[src/rtl/inport_fifo.sv]
// rtl/inport_fifo.sv - buffered input port FIFO feeding the bus mux InPort source
//
// Optional feature macro: INPORT_HOLD_EN
//   defined   : a hold register keeps the last popped word on InPort_Data while empty
//   undefined : InPort_Data is 0 while empty
//
// Ports:
//   Clock        system clock, rising edge
//   Clear        asynchronous active-low reset
//   Ext_Data     word from the external device
//   Ext_Valid    external word valid
//   Ext_Ready    FIFO can accept a word (count != DEPTH)
//   InPort_Out   control strobe, bus is reading the input port
//   InPort_Data  head word to the bus mux
//   Data_Avail   FIFO not empty
//   Count        number of occupied entries
//   Underflow    sticky, a read completed while empty

module inport_fifo #(
    parameter int WIDTH = 32,
    parameter int DEPTH = 4
) (
    input  logic                       Clock,
    input  logic                       Clear,
    input  logic [WIDTH-1:0]           Ext_Data,
    input  logic                       Ext_Valid,
    output logic                       Ext_Ready,
    input  logic                       InPort_Out,
    output logic [WIDTH-1:0]           InPort_Data,
    output logic                       Data_Avail,
    output logic [$clog2(DEPTH):0]     Count,
    output logic                       Underflow
);

    localparam int AW = $clog2(DEPTH);
    localparam int CW = AW + 1;

    localparam logic [AW-1:0] PTR_ONE = AW'(1);
    localparam logic [CW-1:0] CNT_ONE = CW'(1);
    localparam logic [CW-1:0] CNT_ZERO = '0;
    localparam logic [CW-1:0] CNT_FULL = CW'(DEPTH);

    logic [WIDTH-1:0] mem_q [DEPTH];
    logic [WIDTH-1:0] mem_d [DEPTH];
    logic [AW-1:0]    rd_ptr_q, rd_ptr_d;
    logic [AW-1:0]    wr_ptr_q, wr_ptr_d;
    logic [CW-1:0]    count_q, count_d;
    logic             strobe_q, strobe_d;     // InPort_Out from the previous cycle
    logic             underflow_q, underflow_d;

    logic             not_full;
    logic             not_empty;
    logic             rd_complete;
    logic             push;
    logic             pop;
    logic [WIDTH-1:0] head_word;

    assign not_full    = (count_q != CNT_FULL);
    assign not_empty   = (count_q != CNT_ZERO);
    // The bus reads for as long as the strobe is held; the word is consumed
    // only when the strobe falls.
    assign rd_complete = strobe_q && !InPort_Out;
    assign push        = Ext_Valid && not_full;
    assign pop         = rd_complete && not_empty;
    assign head_word   = mem_q[rd_ptr_q];

    always_comb begin
        mem_d       = mem_q;
        rd_ptr_d    = rd_ptr_q;
        wr_ptr_d    = wr_ptr_q;
        count_d     = count_q;
        strobe_d    = InPort_Out;
        underflow_d = underflow_q;

        if (push) begin
            mem_d[wr_ptr_q] = Ext_Data;
            wr_ptr_d        = wr_ptr_q + PTR_ONE;
        end

        if (pop) begin
            rd_ptr_d = rd_ptr_q + PTR_ONE;
        end

        if (rd_complete && !not_empty) begin
            underflow_d = 1'b1;
        end

        // A pop from empty is an underflow, not a pop, so a concurrent push
        // still raises the count from 0 to 1.
        case ({push, pop})
            2'b10:   count_d = count_q + CNT_ONE;
            2'b01:   count_d = count_q - CNT_ONE;
            default: count_d = count_q;
        endcase
    end

    always_ff @(posedge Clock or negedge Clear) begin
        if (!Clear) begin
            rd_ptr_q    <= '0;
            wr_ptr_q    <= '0;
            count_q     <= '0;
            strobe_q    <= 1'b0;
            underflow_q <= 1'b0;
        end else begin
            rd_ptr_q    <= rd_ptr_d;
            wr_ptr_q    <= wr_ptr_d;
            count_q     <= count_d;
            strobe_q    <= strobe_d;
            underflow_q <= underflow_d;
        end
    end

    // Storage array carries no reset; unread entries are never observed.
    always_ff @(posedge Clock) begin
        mem_q <= mem_d;
    end

`ifdef INPORT_HOLD_EN
    logic [WIDTH-1:0] hold_q, hold_d;

    always_comb begin
        hold_d = hold_q;
        if (pop) begin
            hold_d = head_word;
        end
    end

    always_ff @(posedge Clock or negedge Clear) begin
        if (!Clear) begin
            hold_q <= '0;
        end else begin
            hold_q <= hold_d;
        end
    end

    assign InPort_Data = not_empty ? head_word : hold_q;
`else
    assign InPort_Data = not_empty ? head_word : '0;
`endif

    assign Ext_Ready  = not_full;
    assign Data_Avail = not_empty;
    assign Count      = count_q;
    assign Underflow  = underflow_q;

endmodule

[config.mk]
export PLATFORM = sky130hd
export DESIGN_NAME = inport_fifo
export DESIGN_NICKNAME = d
export VERILOG_FILES = /design/src/rtl/inport_fifo.sv
export SDC_FILE = /design/constraint.sdc
export NUM_CORES = 1
export LEC_CHECK = 0
export CORE_MARGIN = 4
export CORE_UTILIZATION = 30
export DETAILED_ROUTE_END_ITERATION = 16
export GPL_TIMING_DRIVEN = 0
export MAX_ROUTING_LAYER = met4
export SLEW_MARGIN = 20
export SYNTH_ARGS = -nofsm -noshare
export SYNTH_HDL_FRONTEND = slang
export SYNTH_SLANG_ARGS = --single-unit
[constraint.sdc]
create_clock -name Clock -period 2.1 [get_ports Clock]
set_input_delay 0.63 -clock Clock [delete_from_list [all_inputs] [get_ports Clock]]
set_output_delay 0.63 -clock Clock [all_outputs]
set_load 0.01 [all_outputs]
==> results.cfg <==
[critical_path]
worst_setup_path_end_kind = primary output
reg2reg_depth = 10
cp-startpoint = rd_ptr_q[0]
worstReg2RegStart = Count[2]
crit_end = InPort_Data[1]
criticalPathCategory = reg2out
cp.required_ns = 1.47
start_kind = flip-flop
path_max_fanout = 5
reg2reg_to = Count[2]
cp.arrival_ns = 1.93
rrSetupSlack_ns = -0.06

[drt]
wire_per_inst_um = 18.34
vias = 2658
first_pass_iters = 4
drt-initial-drc-count = 101
routed_wl_um = 10930
ant_nets = 0
viasPerCell = 4.460
drc = 0

[floorplanning]
die_y_um = 141.5
dieArea_mm2 = 0.02001
core_area_mm2 = 0.01736
die_x_um = 141.5
start_util = 0.3078
io_pins = 74
rows = 48

[cells_and_area]
layout.nets = 400
area_delta_synth_final_pct = 36.86
final_util = 0.4213
diodes = 0
stdcell_count = 596
final_area_mm2 = 0.007312
drive_gt1_frac = 0.4313
nFillCells = 1535

[synth]
synth_edf_count = 128
ys_top_cells_by_count = 128 x edfxtp_1, 32 x mux4_2, 31 x nor2b_1
synthDistinctLibCells = 24
async_flop_share = 0.06569
yosysWarnings = 0
syn_area_mm2 = 0.005343
synth_fp_nets = 287
synth_area_leader_cell = edfxtp_1
synth_top_area_share = 0.7194
synth_seq_area_share = 0.7616
avgSynthCellArea_um2 = 21.81
synth.area.top_cells = edfxtp_1 72%, mux4_2 13%, dfrtp_1 4.2%
synthFlopType = edfxtp_1
synth-seq-cells = 137
yosys.cell_count.top_type = edfxtp_1
synthCells = 245

[sta]
setup_violations = 34
tightest_slew_ns = 0.5591
max_freq_mhz = 389.9
hold_viol = 0
grt_setup_unrepaired = yes
fin_crit_ns = 2.565
fin_ws_ns = -0.4645
slew_headroom = 0.6272
post-route-period-util = 1.221
holdWs_ns = 0.4753
drv_slew = 0
tns_ns = -13.57
finClkSkew_ns = 0.01043

[clocking]
clock_latency_ns = 0.41
cts_hold_buffers = 0
clk_path_buf_depth = 2
cts_tree = yes
cts_sinks = 137
clkSlewWorstSetupHoldPaths_ns = 0.06
tritoncts.num_buffers = 17
htreeDepth = 4
cts_root_buffer = clkbuf_16

[place]
placed_area_mm2 = 0.006361
io_buffers = 73
gp_congestion = 0.6736
place_inst = 543
post-dp-hpwl_um = 6178

[global_route]
grt_pass1_vias = 2990
grt_use_total = 0.1212
grt_max_degree = 33
grt_overflow = 0
grt_pass1_wl_um = 17070
antenna_found_initial = 0

[power_and_ir_drop]
ir_worst_vdd_v = 0.0008531
p_leak_nw = 2.600
power_density_mw_per_mm2 = 1513

[outcome]
violations = setup timing
status = finished with violations

[flow_run]
drv_cap = 0

[min_path]
hold_path.class = reg2reg
cell type report:
class / instances / area (µm²) / share of cell area
clock buffer: 17 / 425.4 / 0.05818
timing repair buffer: 96 / 930.9 / 0.1273
sequential: 137 / 4074 / 0.5572
tap: 225 / 281.5 / 0.03850
buffer: 9 / 110.1 / 0.01506
clock inverter: 15 / 125.1 / 0.01711
inverter: 8 / 32.53 / 0.004449
multi-input combinational: 89 / 1333 / 0.1822
kinds of logic after synthesis:
logic type / after synthesis / synth area share
DFF: 137 / 0.7616
and+or+nand+nor: 42 / 0.05293
muxes: 34 / 0.1396
AOI/OAI and AO/OA: 1 / 0.001640
buffers and inverters: 19 / 0.01897
adders and majority gates: 6 / 0.01546
xor gates and xnor gates: 6 / 0.009836
repair_timing:
action | 4_1_cts | 5_1_grt
pin swaps | 1 | 1
cloned | 3 | 0
buffers inserted | 18 | 4
setup endpoints to repair | 36 | 132
gates resized for setup | 198 | 24
how the worst min path moves through the flow:
stage	startpoint	endpoint	slack (ns)	depth (start not counted)
finish	Underflow	Underflow	0.48	1
global route	Underflow	Underflow	0.51	1
CTS	Underflow	Underflow	0.48	1
detailed placement	Underflow	Underflow	0.46	1
global placement	Underflow	Underflow	0.46	1
floorplan	Clear	Count[0]	0.33	0
through the flow:
| stage | setup slack (ns) | power [mW] |
|---|---|---|
| final | -0.4645 | 11.06 |
| after global routing | -0.5315 | 11.72 |
| after CTS | -0.5049 | 11.03 |
| after detailed placement | -0.8445 | 7.691 |
| after global placement | -0.8491 | 7.626 |
| after floorplan | 0.006307 | 5.919 |
worst max-delay path: stages, from the launching register on:
cell	delay [ns]
dfrtp_1	0.36
buf_8	0.13
buf_8	0.13
buf_12	0.13
mux4_2	0.50
nor2b_1	0.14
buf_2	0.14
per-layer routing:
metal | GRT usage | wire (µm)
met1 | 0.1507 | 4868
met2 | 0.1886 | 5361
met3 | 0.04044 | 574
met4 | 0.03939 | 123
met5 | - | 0
layout by cell type (no fill, tap or decap), types with 2 or more instances in the layout:
master / synthesis / layout
clkbuf_16: 0 / 17
clkinv_4: 0 / 3
and3_4: 0 / 4
inv_2: 0 / 2
buf_4: 1 / 16
nor2b_1: 31 / 16
mux4_2: 32 / 32
xnor2_1: 2 / 2
clkinv_1: 0 / 4
buf_16: 0 / 3
buf_12: 0 / 4
nor2b_4: 0 / 15
buf_2: 3 / 18
dfrtp_1: 9 / 5
inv_1: 8 / 5
clkinvlp_4: 0 / 3
edfxtp_1: 128 / 128
inv_6: 0 / 3
clkdlybuf4s50_1: 0 / 38
dfrtp_2: 0 / 4
buf_8: 0 / 2
ha_1: 5 / 4
xor2_1: 4 / 4
buf_6: 3 / 21
sequential cells by signal (all words and copies together) (netlist names):
name       flops
Count          3
Underflow      1
strobe_q       1
wr_ptr_q       2
mem_q        128
rd_ptr_q       2
power breakdown:
| part | total (mW) | internal [mW] | switching (mW) |
|---|---|---|---|
| Sequential | 3.82 | 3.63 | 0.187 |
| Combinational | 4.51 | 2.55 | 1.95 |
| Clock | 2.74 | 1.62 | 1.12 |
| Total | 11.1 | 7.81 | 3.26 |
Note: power is estimated with default switching activity, not from simulation.
